--- config.mk ---
export PLATFORM = sky130hd
export DESIGN_NAME = bcd_display_scanner_flat
export DESIGN_NICKNAME = d
export VERILOG_FILES = /design/src/rtl/bcd_display_scanner_if.sv /design/src/rtl/bcd_display_scanner.sv /design/src/flat_wrapper.sv
export SDC_FILE = /design/constraint.sdc
export NUM_CORES = 1
export LEC_CHECK = 0
export ABC_AREA = 1
export BUFFER_PORTS_ARGS = -buffer_cell sky130_fd_sc_hd__buf_2
export CAP_MARGIN = 25
export CORE_UTILIZATION = 30
export CTS_CLUSTER_SIZE = 16
export DETAILED_ROUTE_END_ITERATION = 10
export SLEW_MARGIN = 40
export SYNTH_ARGS = -nofsm -noshare
export SYNTH_HDL_FRONTEND = slang
export SYNTH_SLANG_ARGS = --single-unit
export TNS_END_PERCENT = 5
--- constraint.sdc ---
create_clock -name sysclk -period 2.4 [get_ports sysclk]
set_input_delay 0.36 -clock sysclk [delete_from_list [all_inputs] [get_ports sysclk]]
set_output_delay 0.36 -clock sysclk [all_outputs]
set_load 0.005 [all_outputs]
--- src/rtl/bcd_display_scanner_if.sv ---
// Digit inputs and display outputs of the multiplexed seven-segment scanner.
// The master side supplies digit codes; the slave side (the scanner) drives the display.
interface bcd_display_scanner_if;
  logic [3:0] D5_in;
  logic [3:0] D4_in;
  logic [3:0] D3_in;
  logic [3:0] D2_in;
  logic [3:0] D1_in;
  logic [6:0] seg_out;
  logic [4:0] anode_out;
  logic [2:0] digit_idx;
  logic       frame_start;

  modport master (
    output D5_in, D4_in, D3_in, D2_in, D1_in,
    input  seg_out, anode_out, digit_idx, frame_start
  );

  modport slave (
    input  D5_in, D4_in, D3_in, D2_in, D1_in,
    output seg_out, anode_out, digit_idx, frame_start
  );
endinterface

--- src/rtl/bcd_display_scanner.sv ---
// Time-multiplexed common-anode 5-digit seven-segment scanner with per-frame digit snapshot.
// Optional macro LEADING_ZERO_BLANK_EN blanks leading zero digits D5..D2.
module bcd_display_scanner #(
  parameter int SCAN_DIV = 2000
) (
  input  logic                  sysclk,
  input  logic                  rst_n,
  bcd_display_scanner_if.slave  dif
);

  localparam int            PW   = (SCAN_DIV > 1) ? $clog2(SCAN_DIV) : 1;
  localparam logic [PW-1:0] PMAX = PW'(SCAN_DIV - 1);

  logic [PW-1:0]   presc_r;
  logic [2:0]      idx_r;
  logic [4:0]      anode_r;
  logic [6:0]      seg_r;
  logic            frame_r;
  logic [4:0][3:0] snap_r;

  logic            tick;
  logic            wrap;
  logic [2:0]      idx_nxt;
  logic [4:0][3:0] src;
  logic [3:0]      sel;
  logic [6:0]      seg_nxt;
  logic [4:0]      anode_nxt;

  function automatic logic [6:0] seg_decode(input logic [3:0] code);
    case (code)
      4'd0:    seg_decode = 7'h40;
      4'd1:    seg_decode = 7'h79;
      4'd2:    seg_decode = 7'h24;
      4'd3:    seg_decode = 7'h30;
      4'd4:    seg_decode = 7'h19;
      4'd5:    seg_decode = 7'h12;
      4'd6:    seg_decode = 7'h02;
      4'd7:    seg_decode = 7'h78;
      4'd8:    seg_decode = 7'h00;
      4'd9:    seg_decode = 7'h10;
      default: seg_decode = 7'h3F;
    endcase
  endfunction

`ifdef LEADING_ZERO_BLANK_EN
  // A slot is blank when its digit and every more significant digit are zero; D1 never blanks.
  function automatic logic lz_blank(input logic [4:0][3:0] d, input logic [2:0] idx);
    logic run_zero;
    logic hit;
    run_zero = 1'b1;
    hit      = 1'b0;
    for (int i = 4; i >= 1; i--) begin
      run_zero = run_zero && (d[i] == 4'd0);
      if (3'(i) == idx) hit = run_zero;
    end
    return hit;
  endfunction
`endif

  assign tick = (presc_r == PMAX);
  assign wrap = (idx_r == 3'd4);

  always_comb begin
    idx_nxt = wrap ? 3'd0 : idx_r + 3'd1;
    // At frame start the slot-0 digit comes straight from the inputs being captured.
    src     = wrap ? {dif.D5_in, dif.D4_in, dif.D3_in, dif.D2_in, dif.D1_in} : snap_r;
    case (idx_nxt)
      3'd1:    sel = src[1];
      3'd2:    sel = src[2];
      3'd3:    sel = src[3];
      3'd4:    sel = src[4];
      default: sel = src[0];
    endcase
    seg_nxt   = seg_decode(sel);
    anode_nxt = ~(5'b00001 << idx_nxt);
`ifdef LEADING_ZERO_BLANK_EN
    if (lz_blank(src, idx_nxt)) begin
      seg_nxt   = 7'h7F;
      anode_nxt = 5'b11111;
    end
`endif
  end

  // Stage p0: prescaler, slot advance and registered display outputs
  always_ff @(posedge sysclk) begin
    if (!rst_n) begin
      presc_r <= '0;
      idx_r   <= 3'd4;
      anode_r <= 5'b11111;
      seg_r   <= 7'h7F;
      frame_r <= 1'b0;
      snap_r  <= '0;
    end else begin
      presc_r <= tick ? '0 : presc_r + PW'(1);
      frame_r <= tick && wrap;
      if (tick) begin
        idx_r   <= idx_nxt;
        seg_r   <= seg_nxt;
        anode_r <= anode_nxt;
        if (wrap) snap_r <= {dif.D5_in, dif.D4_in, dif.D3_in, dif.D2_in, dif.D1_in};
      end
    end
  end

  assign dif.seg_out     = seg_r;
  assign dif.anode_out   = anode_r;
  assign dif.digit_idx   = idx_r;
  assign dif.frame_start = frame_r;

endmodule
--- src/flat_wrapper.sv ---
// flat-port wrapper written by rule: the top's interface ports become plain ports
module bcd_display_scanner_flat 
#(
  parameter int SCAN_DIV = 2000
)
  (sysclk, rst_n, dif_D5_in, dif_D4_in, dif_D3_in, dif_D2_in, dif_D1_in, dif_seg_out, dif_anode_out, dif_digit_idx, dif_frame_start);
  bcd_display_scanner_if dif_i ();
  input  logic sysclk;
  input  logic rst_n;
  input wire logic [$bits(dif_i.D5_in)-1:0] dif_D5_in;
  input wire logic [$bits(dif_i.D4_in)-1:0] dif_D4_in;
  input wire logic [$bits(dif_i.D3_in)-1:0] dif_D3_in;
  input wire logic [$bits(dif_i.D2_in)-1:0] dif_D2_in;
  input wire logic [$bits(dif_i.D1_in)-1:0] dif_D1_in;
  output wire logic [$bits(dif_i.seg_out)-1:0] dif_seg_out;
  output wire logic [$bits(dif_i.anode_out)-1:0] dif_anode_out;
  output wire logic [$bits(dif_i.digit_idx)-1:0] dif_digit_idx;
  output wire logic [$bits(dif_i.frame_start)-1:0] dif_frame_start;
  assign dif_i.D5_in = dif_D5_in;
  assign dif_i.D4_in = dif_D4_in;
  assign dif_i.D3_in = dif_D3_in;
  assign dif_i.D2_in = dif_D2_in;
  assign dif_i.D1_in = dif_D1_in;
  assign dif_seg_out = dif_i.seg_out;
  assign dif_anode_out = dif_i.anode_out;
  assign dif_digit_idx = dif_i.digit_idx;
  assign dif_frame_start = dif_i.frame_start;
  bcd_display_scanner #(.SCAN_DIV(SCAN_DIV)) u_core (.sysclk(sysclk), .rst_n(rst_n), .dif(dif_i));
endmodule
# After elaboration in Yosys (flattened, before gate mapping)
# Memories as Yosys holds them, arrays and structs flattened. A register that Yosys moved wholly into a read port is not among the register bits.
# Cells that the tools add are included.
[word_totals]
regBits = 40
latchBits = 0
mem_bits_rw = 0
mem_bits_ro = 112
inputBits = 22
out_inout_bits = 16
wordCells = 27
mem_count = 1
[mem_list]
columns = ["memory", "depth", "width", "read_ports", "rd_clocked_by_memory_dff", "wr", "line_no", "rtl"]
rows = [
  ["(no name shown)", 16, 7, 1, 1, 0, "bcd_display_scanner.sv:30", "case (code)"],
]
[op_classes]
addsub = 2
multipliers = 0
div = 0
order_cmp = 0
eq_ne = 6
n_shift = 1
mux = 3
bitwise = 2
n_reduce_logical = 3
[op_table]
columns = ["operator", "n"]
rows = [
  ["20-bit 2-to-1 mux", 1],
  ["4-bit one-hot mux with 4 select lines", 1],
  ["11-bit by 1-bit adder with 11-bit output, second input constant", 1],
  ["11-bit == test, second input constant", 1],
  ["3-bit by 2-bit == test with 1-bit output, second input constant", 2],
  ["3-bit == test, second input constant", 2],
  ["5-bit NOT", 1],
  ["1-bit by 3-bit << shifter with 5-bit output, first input constant", 1],
  ["3-bit by 1-bit adder with 3-bit output, second input constant", 1],
  ["3-bit by 1-bit == test with 1-bit output, second input constant", 1],
  ["3-bit 2-to-1 mux", 1],
  ["2-bit OR reduction", 1],
  ["1-bit logical AND", 1],
  ["1-bit logical NOT", 1],
  ["1-bit NOT", 1],
]

# Logic depth before layout (Yosys ltp)
# Gate-level depths: netlist (run 1).
[depth]
ltp_word = 4
mapped_depth = 19

# Least setup slack after synthesis (run 1)
# OpenSTA, ideal clock, no wires.
[synth_path]
path_kind = "register to register"
from = "reg u_core.idx_r[0] (netlist: u_core.dif.digit_idx[0])"
to = "reg u_core.seg_r[3] (netlist: u_core.dif.seg_out[3])"
setup_ns = 0.109
t_arrival_ns = 2.155
required_ns = 2.291
slack_ns = 0.137
stages_incl_launch_ff = 18
synth_period_minus_slack_ns = 2.263
path_cell_list = "dfxtp_1 -> inv_1 -> ha_1 -> nand2_2 -> nand3_2 -> buf_6 -> nor2_1 -> nand2_1 -> nand2_1 -> nor2_1 -> nand2_1 -> inv_1 -> ha_1 -> nand2_1 -> nand3_1 -> nand3_1 -> nand2_1 -> inv_1"
[synth_between]
elab_chain_len = 4
[synth_rtl]
columns = ["element", "line_no", "rtl"]
rows = [
  ["from (decl)", "bcd_display_scanner.sv:15", "logic [2:0] idx_r;"],
  ["from (signal assigned)", "bcd_display_scanner.sv:97", "idx_r <= idx_nxt;"],
  ["3-bit by 1-bit adder with 3-bit output or 3-bit == test (tied branches)", "bcd_display_scanner.sv:64, bcd_display_scanner.sv:61", ""],
  ["3-bit 2-to-1 mux", "bcd_display_scanner.sv:64", "idx_nxt = wrap ? 3'd0 : idx_r + 3'd1;"],
  ["3-bit == test (tied with other cells)", "bcd_display_scanner.sv:67", "case (idx_nxt)"],
  ["4-bit one-hot mux with 4 select lines (*)", "bcd_display_scanner.sv:67", ""],
  ["to (decl)", "bcd_display_scanner.sv:17", "logic [6:0] seg_r;"],
]
# Every way passes the cells marked *; elsewhere a longest branch is shown, timed or not.
# A chain may end at the register's enable or synchronous reset.

# Worst setup path in the final report (run 1)
[layout_path]
from = "reg u_core.idx_r[0] (netlist: u_core.dif.digit_idx[0])"
to = "reg u_core.seg_r[5] (netlist: u_core.dif.seg_out[5])"
# The elaborated chain is that of the path after synthesis.

==> results of run 1 <==
[what timing repair did]
| item | 4_1_cts | 5_1_grt |
|---|---|---|
| pin swaps | 0 | 6 |
| setup buffers | 0 | 8 |
| endpoints found under the setup margin | 21 | 11 |
| cloned | 0 | 2 |
| endpoints found under the hold margin | 0 | 0 |
| resized for setup | 2 | 28 |
[cell families (layout without fill, tap and decap cells)]
| logic type | Yosys count | in the layout | share of synthesized area, % |
|---|---|---|---|
| AOI/OAI and AO/OA | 48 | 48 | 12.7 |
| buffers and inverters | 58 | 110 | 10.6 |
| and+or+nand+nor | 176 | 177 | 31.7 |
| adders and majority gates | 11 | 11 | 5.65 |
| xor gates and xnor gates | 2 | 2 | 0.719 |
| DFF | 47 | 47 | 38.6 |
[final timing paths]
kind | slack, ns | start | endpoint
min | 0.43 | dif_D3_in[0] | u_core.snap_r[8]
min reg2reg | 0.45 | u_core.presc_r[10] | u_core.presc_r[10]
max | 0.19 | u_core.dif.digit_idx[0] | u_core.dif.seg_out[5]
max reg2reg | 0.19 | u_core.dif.digit_idx[0] | u_core.dif.seg_out[5]
[cells in the final DEF, fill, tap and decap left out, types with 2 or more instances in the layout]
cell	n
sky130_fd_sc_hd__o22ai_1	4
sky130_fd_sc_hd__or2_2	5
sky130_fd_sc_hd__nand2_4	2
sky130_fd_sc_hd__inv_2	5
sky130_fd_sc_hd__a21oi_2	3
sky130_fd_sc_hd__nor2_1	30
sky130_fd_sc_hd__a21oi_1	11
sky130_fd_sc_hd__clkbuf_8	5
sky130_fd_sc_hd__ha_1	8
sky130_fd_sc_hd__dfxtp_1	45
sky130_fd_sc_hd__nand3_1	45
sky130_fd_sc_hd__nand2_1	75
sky130_fd_sc_hd__buf_2	37
sky130_fd_sc_hd__nand3_2	2
sky130_fd_sc_hd__nand2_2	5
sky130_fd_sc_hd__ha_2	2
sky130_fd_sc_hd__nor3_1	2
sky130_fd_sc_hd__nand4_1	2
sky130_fd_sc_hd__o21ai_0	10
sky130_fd_sc_hd__nor2_4	6
sky130_fd_sc_hd__inv_1	41
sky130_fd_sc_hd__a22o_1	13
sky130_fd_sc_hd__buf_4	18
sky130_fd_sc_hd__dfxtp_2	2
[area by class of cell]
class | count | area (um^2)
clock buffers | 6 | 72.6
clock inverters | 1 | 30.0
fillers | 846 | 4760
inverters | 46 | 173
multi-input cells | 238 | 1340
flip-flops and latches | 47 | 943
well taps | 102 | 128
repair buffers | 57 | 365
[registers in the layout (all words and copies together) (netlist names)]
| signal | count |
|---|---|
| u_core.dif.anode_out | 5 |
| u_core.dif.digit_idx | 3 |
| u_core.dif.frame_start | 1 |
| u_core.dif.seg_out | 7 |
| u_core.presc_r | 11 |
| u_core.snap_r | 20 |
[critical path, stage by stage, from the launching register on]
cell and delay (ns):
sky130_fd_sc_hd__dfxtp_2 0.33, sky130_fd_sc_hd__inv_1 0.12, sky130_fd_sc_hd__ha_4 0.17, sky130_fd_sc_hd__nand2_4 0.11
sky130_fd_sc_hd__buf_4 0.16, sky130_fd_sc_hd__buf_4 0.12, sky130_fd_sc_hd__o21ai_0 0.25, sky130_fd_sc_hd__nor2_2 0.09
sky130_fd_sc_hd__nor2_4 0.16, sky130_fd_sc_hd__inv_2 0.07, sky130_fd_sc_hd__ha_1 0.19, sky130_fd_sc_hd__inv_1 0.05
sky130_fd_sc_hd__nand2_1 0.05, sky130_fd_sc_hd__nand3_1 0.06, sky130_fd_sc_hd__nand3_1 0.08, sky130_fd_sc_hd__nand2_1 0.08
sky130_fd_sc_hd__inv_1 0.03
[layer usage]
layer	track usage [%]	routed length (um)	vias to the layer above
met5	0	0	-
met4	4.30	73	0
met2	23.0	2630	41
met3	2.74	206	5
met1	17.2	2790	1023
li1	-	-	1213
[power breakdown]
group	switching [uW]	internal, uW	leakage [uW]
sequential	3.05	783	0.000381
combinational	58.6	43.2	0.000926
clock	260	306	0.0000513
[stage by stage]
step / instances / total power, uW / setup TNS [ns] / instance area [um^2]
6_report: 497 / 1450 / 0 / 3050
5_1_grt: 497 / 1510 / -0.0111 / 3050
4_1_cts: 487 / 1460 / -0.0193 / 2860
3_5_place_dp: 480 / 901 / -2.70 / 2750
3_3_place_gp: 480 / 899 / -1.22 / 2750
2_1_floorplan: 342 / 867 / 0 / 2440
==> results.txt, run 1 <==
type of the tightest min-delay check = in2reg
ANT cells = 0
number of global-route vias before repair = 2076
clock skew = 0.00970 ns
tightest slew margin relative to the limit = 60.9%
final worst setup slack = 0.191 ns
ratio of routed vias to standard cells = 4.59
synthesized area = 2440 um^2
later-pin clock latency in the skew report = 0.30 ns
number of pins with negative max-slew slack in the final report = 0
cts bufs inserted = 5
cell chosen for the clock root = sky130_fd_sc_hd__clkbuf_8
cell with the most instances after synthesis = sky130_fd_sc_hd__nand2_1
Std-Cell Core Area = 7810 um^2
fmax = 0.453 GHz
outcome = finished, final reports clean
effective utilization at floorplan = 31.2%
number of instances in the synthesized netlist = 342
Detail Placement HPWL = 4.07 mm
number of hold buffers added after CTS = 0
top cell type by total area after synthesis = sky130_fd_sc_hd__dfxtp_1
Final Routed Wirelength = 5.70 mm
maxcap violations = 0
relative area change from synthesis to final layout = 25.2%
path type of the worst setup path = reg2reg
sequential area share after synthesis = 38.6%
kind of launch point of the worst setup path = register
Final Setup Violations = 0
count of nets left with antenna violations after detail routing = 0
number of synthesized register bits = 47
count of flip-flops with a built-in enable after synthesis = 0
clock tree from TritonCTS = built
fraction of final layout cells sized beyond drive strength 1 = 25.1%
overall die width = 92.1 um
largest buffer count on any clock path = 2
P per Cell Area = 476 nW/um^2
main area contributors after synthesis = sky130_fd_sc_hd__dfxtp_1 39%, sky130_fd_sc_hd__nand2_1 12%, sky130_fd_sc_hd__nand3_1 9.2%
yosys warns = 0
final net count = 428
count of unique library cells instantiated by Yosys = 31
leak pwr = 0.00136 uW
Post-Syn Area per Cell = 7.13 um^2
initial DRC count = 81
r2r worst-path depth = 16
total global-route track usage = 13.6%
maximum number of pins on one net before global-route repair = 21
global-route wire length before repair = 9.20 mm
Yosys top cell area share = 38.6%
boundary pin count = 38
number of sinks handled by clock tree synthesis = 47
number of stages on the worst hold path = 5
number of antenna violations at the first check in global routing = 0
worst slack on hold paths = 0.435 ns
total gr overflow = 0
IO Port Bufs = 37
top_reg_cell synth = sky130_fd_sc_hd__dfxtp_1
overall via count from detail_route = 2282
first-pass iteration count of the detailed router = 4
number of hold-slack violations in the final timing report = 0
final critical-path share of the clock period = 92.0%
nature of the critical path endpoint = register
Commonest cells post-synth = 79 x sky130_fd_sc_hd__nand2_1, 47 x sky130_fd_sc_hd__dfxtp_1, 45 x sky130_fd_sc_hd__nand3_1
setup slack at placement = -0.225 ns
slew of the pin with the lowest slew margin = 0.584 ns
Reg clk slew, reported paths = 0.09 ns
shortest clock period the worst path allows after layout = 2.21 ns
final core utilization = 39.1%
highest net fanout along the worst path = 7
vertical die dimension = 92.1 um
Routability Congestion = 0.779
data required time at the worst endpoint = 2.61 ns
full die area = 8490 um^2
CTS H-tree lvls = 2
remaining design rule violation count = 0
row count = 32
Worst IR Drop VDD = 0.238 mV
data arrival time of the critical path = 2.42 ns
routed len/inst = 11.5 um
fraction of registers with async set/reset = 0%
syn_nets = 375
(Power assumes the default switching activity.)
==> run 2: changes to the inputs <==
Settings changed: CTS_BUF_LIST set to sky130_fd_sc_hd__clkbuf_2 sky130_fd_sc_hd__clkbuf_4 sky130_fd_sc_hd__clkbuf_8.
Clock period 2.4 ns to 2.6 ns, I/O delays scaled along.
==> run 2 against run 1 <==
  * Via count decreased by 4.0%
  * Hold slack improved by 0.016 ns
  * Core utilization decreased by 2.7 points
  * Combinational power decreased by 14%
  * Routed wire length decreased by 4.0%
  * Critical path depth increased by 1
  * Cell count decreased by 2.8%
  * Sequential cell count unchanged
  * Non-clock buffer count decreased by 13
  * First-iteration DRC count increased by 3.7%
  * Clock power decreased by 20%
  * Fmax decreased by 6.5%
  * Highest routed layer unchanged
==> results.txt, run 2 (synthesis results as in run 1) <==
later-pin clock latency in the skew report = 0.31 ns
number of pins with negative max-slew slack in the final report = 0
boundary pin count = 38
total setup buffers inserted after CTS = 0
relative area change from synthesis to final layout = 16.6%
total area of multi-input combinational cells = 1270 um^2
critical hold path startpoint = u_core.presc_r[0]
leak pwr = 0.00128 uW
CTS H-tree lvls = 2
first-pass iteration count of the detailed router = 4
final critical-path share of the clock period = 90.9%
full die area = 8490 um^2
reg2reg end = u_core.dif.seg_out[3]
total global-route track usage = 13.7%
overall via count from detail_route = 2191
vertical die dimension = 92.1 um
Std-Cell Core Area = 7810 um^2
P per Cell Area = 444 nW/um^2
worst slack on hold paths = 0.451 ns
top register by number of flip-flops = u_core.snap_r
outcome = finished, final reports clean
largest buffer count on any clock path = 2
top library cells by usage in the layout, fill and taps aside = 76 x sky130_fd_sc_hd__nand2_1, 46 x sky130_fd_sc_hd__dfxtp_1, 45 x sky130_fd_sc_hd__nand3_1
remaining design rule violation count = 0
cts bufs inserted = 5
cell chosen for the clock root = sky130_fd_sc_hd__clkbuf_8
clock tree from TritonCTS = built
IO Port Bufs = 37
type of the tightest min-delay check = reg2reg
ratio of routed vias to standard cells = 4.54
number of antenna violations at the first check in global routing = 0
clock skew = 0.0127 ns
number of hold buffers added after CTS = 0
reg2reg setup slack = 0.24 ns
highest net fanout along the worst path = 14
maxcap violations = 0
reg-to-reg critical path startpoint = u_core.dif.digit_idx[0]
leading cell type in the layout, fill and taps excluded = sky130_fd_sc_hd__nand2_1
nature of the critical path endpoint = register
path type of the worst setup path = reg2reg
slew of the pin with the lowest slew margin = 0.546 ns
cell area after layout = 2840 um^2
fmax = 0.423 GHz
number of global-route vias before repair = 1948
number of hold-slack violations in the final timing report = 0
placement-stage cell area = 2720 um^2
effective utilization at floorplan = 31.2%
Reg clk slew, reported paths = 0.08 ns
tightest slew margin relative to the limit = 63.5%
r2r worst-path depth = 17
maximum number of pins on one net before global-route repair = 22
Final Setup Violations = 0
initial DRC count = 84
ANT cells = 0
number of stages on the worst hold path = 1
fraction of final layout cells sized beyond drive strength 1 = 19.9%
# fillers = 836
data arrival time of the critical path = 2.57 ns
row count = 32
total power after layout = 1260 uW
final core utilization = 36.4%
final net count = 414
Largest register FFs = 20
shortest clock period the worst path allows after layout = 2.36 ns
number of placed instances with taps included = 476
Endpoint, Worst Hold = u_core.presc_r[0]
Worst IR Drop VDD = 0.171 mV
count of nets left with antenna violations after detail routing = 0
Routability Congestion = 0.795
number of sinks handled by clock tree synthesis = 47
Detail Placement HPWL = 4.00 mm
total gr overflow = 0
routed len/inst = 11.3 um
kind of launch point of the worst setup path = register
overall die width = 92.1 um
count of non-filler cells in the finished layout = 483
Seq. cell area = 942 um^2
global-route wire length before repair = 9.10 mm
data required time at the worst endpoint = 2.81 ns
Final Routed Wirelength = 5.48 mm
-- run 2: metrics by stage --
step                      worst slack (ns)  setup TNS [ns]
after floorplan                      0.337               0
after global placement              0.0555               0
after detailed placement           -0.0392          -0.218
after CTS                           0.0364               0
after global routing               -0.0182         -0.0182
final                                0.237               0
-- run 2: timing repair --
action	4_1_cts	5_1_grt
endpoints found under the setup margin	8	7
resized for setup	1	10
pin swaps	0	1
-- run 2: worst max-delay path by stage --
stage | start | to | slack (ns) | cells after the start
floorplan | u_core.dif.digit_idx[0] | u_core.dif.seg_out[3] | 0.34 | 17
global placement | u_core.dif.digit_idx[1] | u_core.dif.seg_out[5] | 0.06 | 17
detailed placement | u_core.presc_r[0] | u_core.dif.seg_out[3] | -0.04 | 12
CTS | u_core.dif.digit_idx[1] | u_core.dif.seg_out[3] | 0.04 | 17
global route | u_core.dif.digit_idx[0] | u_core.dif.seg_out[3] | -0.02 | 17
finish | u_core.dif.digit_idx[0] | u_core.dif.seg_out[3] | 0.24 | 17
-- run 2: critical path, cell delays in order (launching register included) --
cell and delay, ns:
sky130_fd_sc_hd__dfxtp_1 0.33, sky130_fd_sc_hd__inv_1 0.08, sky130_fd_sc_hd__ha_1 0.25, sky130_fd_sc_hd__buf_4 0.20, sky130_fd_sc_hd__nor2_1 0.12, sky130_fd_sc_hd__nand2_1 0.07, sky130_fd_sc_hd__nand2_2 0.13, sky130_fd_sc_hd__nand2_1 0.07
sky130_fd_sc_hd__nand2_1 0.09, sky130_fd_sc_hd__nand3_1 0.09, sky130_fd_sc_hd__nand2_2 0.14, sky130_fd_sc_hd__inv_1 0.09, sky130_fd_sc_hd__ha_1 0.28, sky130_fd_sc_hd__nand2_1 0.07, sky130_fd_sc_hd__nand3_1 0.07, sky130_fd_sc_hd__nand3_1 0.07
sky130_fd_sc_hd__nand2_1 0.07, sky130_fd_sc_hd__inv_1 0.04
-- run 2: routing by layer --
metal,track usage (%),part of all wire [%],routed length [um],vias up
li1,-,-,-,1182
met1,18.2,50,2750,967
met2,22.1,45,2440,34
met3,2.40,3.3,178,8
met4,5.08,2.0,107,0
met5,0,0,0,-
-- run 2: cell type report --
type                       instances  area share [%]
multi-input combinational        237            44.7
inverter                          46            6.07
clock inverter                     1           0.176
tap                              102            4.49
clock buffer                       6            2.90
sequential                        47            33.1
timing repair buffer              44            8.49
-- run 2: where the power goes --
group,switching (uW),total (uW),internal [uW],leakage [uW]
Clock,241,450,209,0.0000470
Sequential,2.40,725,723,0.000380
Combinational,52.4,88.1,35.6,0.000849
==> run 3: changes to the inputs <==
Settings changed: ABC_AREA 1 to unset.
==> run 3 against run 2 <==
  * Power is 2.8% higher
  * Cell count decreased by 1.9%
  * Synthesized area increased by 16%
  * Sequential power barely moved
  * Core utilization grew 2.5 points
  * Via count is 8.3% higher
  * Routed wire length increased by 23%
  * Die area grew 15%
==> results.txt, run 3 <==
effective utilization at floorplan = 31.7%
global-route wire length before repair = 11.6 mm
number of pins with negative max-slew slack in the final report = 0
Post-Syn Area per Cell = 8.97 um^2
number of hold-slack violations in the final timing report = 0
IO Port Bufs = 37
fmax = 0.400 GHz
highest net fanout along the worst path = 24
ratio of routed vias to standard cells = 5.00
Reg clk slew, reported paths = 0.10 ns
Slowest Stage Delay on Critical Path = 0.37 ns
Final Setup Violations = 0
kind of launch point of the worst setup path = register
cell with the most instances after synthesis = sky130_fd_sc_hd__dfxtp_1
count of non-filler cells in the finished layout = 474
standard cell with the maximum stage delay on the critical path = sky130_fd_sc_hd__dfxtp_4
total negative slack for setup checks = 0 ns
count of unique library cells instantiated by Yosys = 68
number of global-route vias before repair = 2357
sequence of cells on the critical path = ha_2 -> buf_12 -> and2b_2 -> a221oi_2 -> o32ai_2 -> nor2_2 -> mux2i_4 -> inv_2 -> ha_2 -> and2_1 -> o32ai_2
overall via count from detail_route = 2372
data required time at the worst endpoint = 2.83 ns
cts bufs inserted = 5
overall die width = 98.9 um
Detail Placement HPWL = 4.86 mm
fraction of registers with async set/reset = 0%
relative area change from synthesis to final layout = 22.7%
number of synthesized register bits = 47
shortest clock period the worst path allows after layout = 2.50 ns
clock tree from TritonCTS = built
count of flip-flops with a built-in enable after synthesis = 0
full die area = 9780 um^2
total gr overflow = 0
Final Routed Wirelength = 6.76 mm
final core utilization = 38.9%
ANT cells = 0
largest buffer count on any clock path = 2
tightest slew margin relative to the limit = 62.6%
Worst IR Drop VDD = 0.189 mV
Largest register FFs = 20
nature of the critical path endpoint = register
syn_nets = 347
total power after layout = 1300 uW
final critical-path share of the clock period = 96.0%
main area contributors after synthesis = sky130_fd_sc_hd__dfxtp_1 33%, sky130_fd_sc_hd__mux2i_1 9.2%, sky130_fd_sc_hd__nor2b_1 6.0%
placement-stage cell area = 3250 um^2
data arrival time of the critical path = 2.73 ns
fraction of final layout cells sized beyond drive strength 1 = 31.4%
sequential area share after synthesis = 33.4%
number of instances in the synthesized netlist = 314
boundary pin count = 38
cell chosen for the clock root = sky130_fd_sc_hd__clkbuf_8
clock skew = 0.00976 ns
first-pass iteration count of the detailed router = 4
top cell type by total area after synthesis = sky130_fd_sc_hd__dfxtp_1
routed len/inst = 14.3 um
P per Cell Area = 375 nW/um^2
number of antenna violations at the first check in global routing = 0
maxcap violations = 0
Yosys top cell area share = 33.4%
total global-route track usage = 14.7%
leading cell type in the layout, fill and taps excluded = sky130_fd_sc_hd__dfxtp_1
number of hold buffers added after CTS = 0
type of the tightest min-delay check = in2reg
maximum number of pins on one net before global-route repair = 36
top_reg_cell synth = sky130_fd_sc_hd__dfxtp_1
count of nets left with antenna violations after detail routing = 0
synthesized area = 2820 um^2
Commonest cells post-synth = 47 x sky130_fd_sc_hd__dfxtp_1, 28 x sky130_fd_sc_hd__nor2_1, 27 x sky130_fd_sc_hd__nor2b_1
Std-Cell Core Area = 8890 um^2
number of sinks handled by clock tree synthesis = 47
final net count = 398
top register by number of flip-flops = u_core.snap_r
CP delay by family, top = compound AO/OA/AOI/OAI gates
initial DRC count = 115
vertical die dimension = 98.9 um
CTS H-tree lvls = 2
number of placed instances with taps included = 461
CP bufs+invs = 2
remaining design rule violation count = 0
cell area after layout = 3460 um^2
slew of the pin with the lowest slew margin = 0.561 ns
yosys warns = 0
Routability Congestion = 0.779
leak pwr = 0.00131 uW
outcome = finished, final reports clean
top library cells by usage in the layout, fill and taps aside = 45 x sky130_fd_sc_hd__dfxtp_1, 37 x sky130_fd_sc_hd__buf_2, 27 x sky130_fd_sc_hd__nor2b_1
later-pin clock latency in the skew report = 0.31 ns
row count = 34
path type of the worst setup path = reg2reg
[run 3: cell count changes after synthesis, moves of 8 or more]
| cell | change |
|---|---|
| sky130_fd_sc_hd__inv_1 | -34 |
| sky130_fd_sc_hd__nor2b_1 | +27 |
| sky130_fd_sc_hd__nand3_1 | -30 |
| sky130_fd_sc_hd__nand2_1 | -59 |
| sky130_fd_sc_hd__a22o_1 | -13 |
| sky130_fd_sc_hd__and3_1 | +8 |
| sky130_fd_sc_hd__mux2i_1 | +26 |
[run 3: per-layer routing]
layer	part of all wire, %	vias to the layer above	GRT usage, %
met1	50	1112	19.4
met4	1.1	0	4.48
met2	47	33	24.5
met5	0	-	0
li1	-	1221	-
met3	2.5	6	2.34
[run 3: where the power goes]
part           leakage (uW)  internal (uW)  switching (uW)
Sequential         0.000381            722            3.54
Clock             0.0000491            198             284
Combinational      0.000877           43.0            46.3
Total               0.00131            964             334
[run 3: logic make-up after synthesis]
family	synth area share, %
AND/OR/NAND/NOR	26.5
AO/OA/AOI/OAI	16.2
flip-flops	33.4
buffers and inverters	5.77
multiplexers	10.2
adder cells (fa/ha/maj)	4.89
XOR/XNOR	3.11
[run 3: final cells by class]
type	count	area, um^2
Inverter	10	37.5
Tap cell	108	135
Timing Repair Buffer	62	410
Fill cell	916	5430
Sequential cell	47	946
Clock inverter	3	26.3
Multi-Input combinational cell	239	1830
Clock buffer	5	68.8
[run 3: stage by stage]
| stage | worst slack [ns] | hold slack, ns |
|---|---|---|
| global route | -0.00372 | 0.357 |
| global placement | 0.0218 | 0.448 |
| finish | 0.103 | 0.343 |
| CTS | -0.0252 | 0.342 |
| floorplan | 0.0148 | 0.430 |
| detailed placement | -0.0883 | 0.456 |
[run 3: final timing paths]
kind                                               from  cells past startpoint  slack, ns                       to
worst max register to register  u_core.dif.digit_idx[0]                     11       0.10    u_core.dif.seg_out[3]
worst max-delay path            u_core.dif.digit_idx[0]                     11       0.10    u_core.dif.seg_out[3]
worst min register to register  u_core.dif.anode_out[0]                      2       0.48  u_core.dif.anode_out[0]
worst min-delay path                       dif_D2_in[3]                      3       0.34         u_core.snap_r[7]
[run 3: timing repair]
action	4_1_cts	5_1_grt
setup endpoints to repair	3	5
pin swaps	0	7
setup buffers	0	5
gates resized for setup	3	13
[run 3: tightest hold or removal path: cells and delay by family]
family / cells / cell delay (ns)
and+or+nand+nor: 1 / 0.09
buffers and inverters: 1 / 0.08
muxes: 1 / 0.06
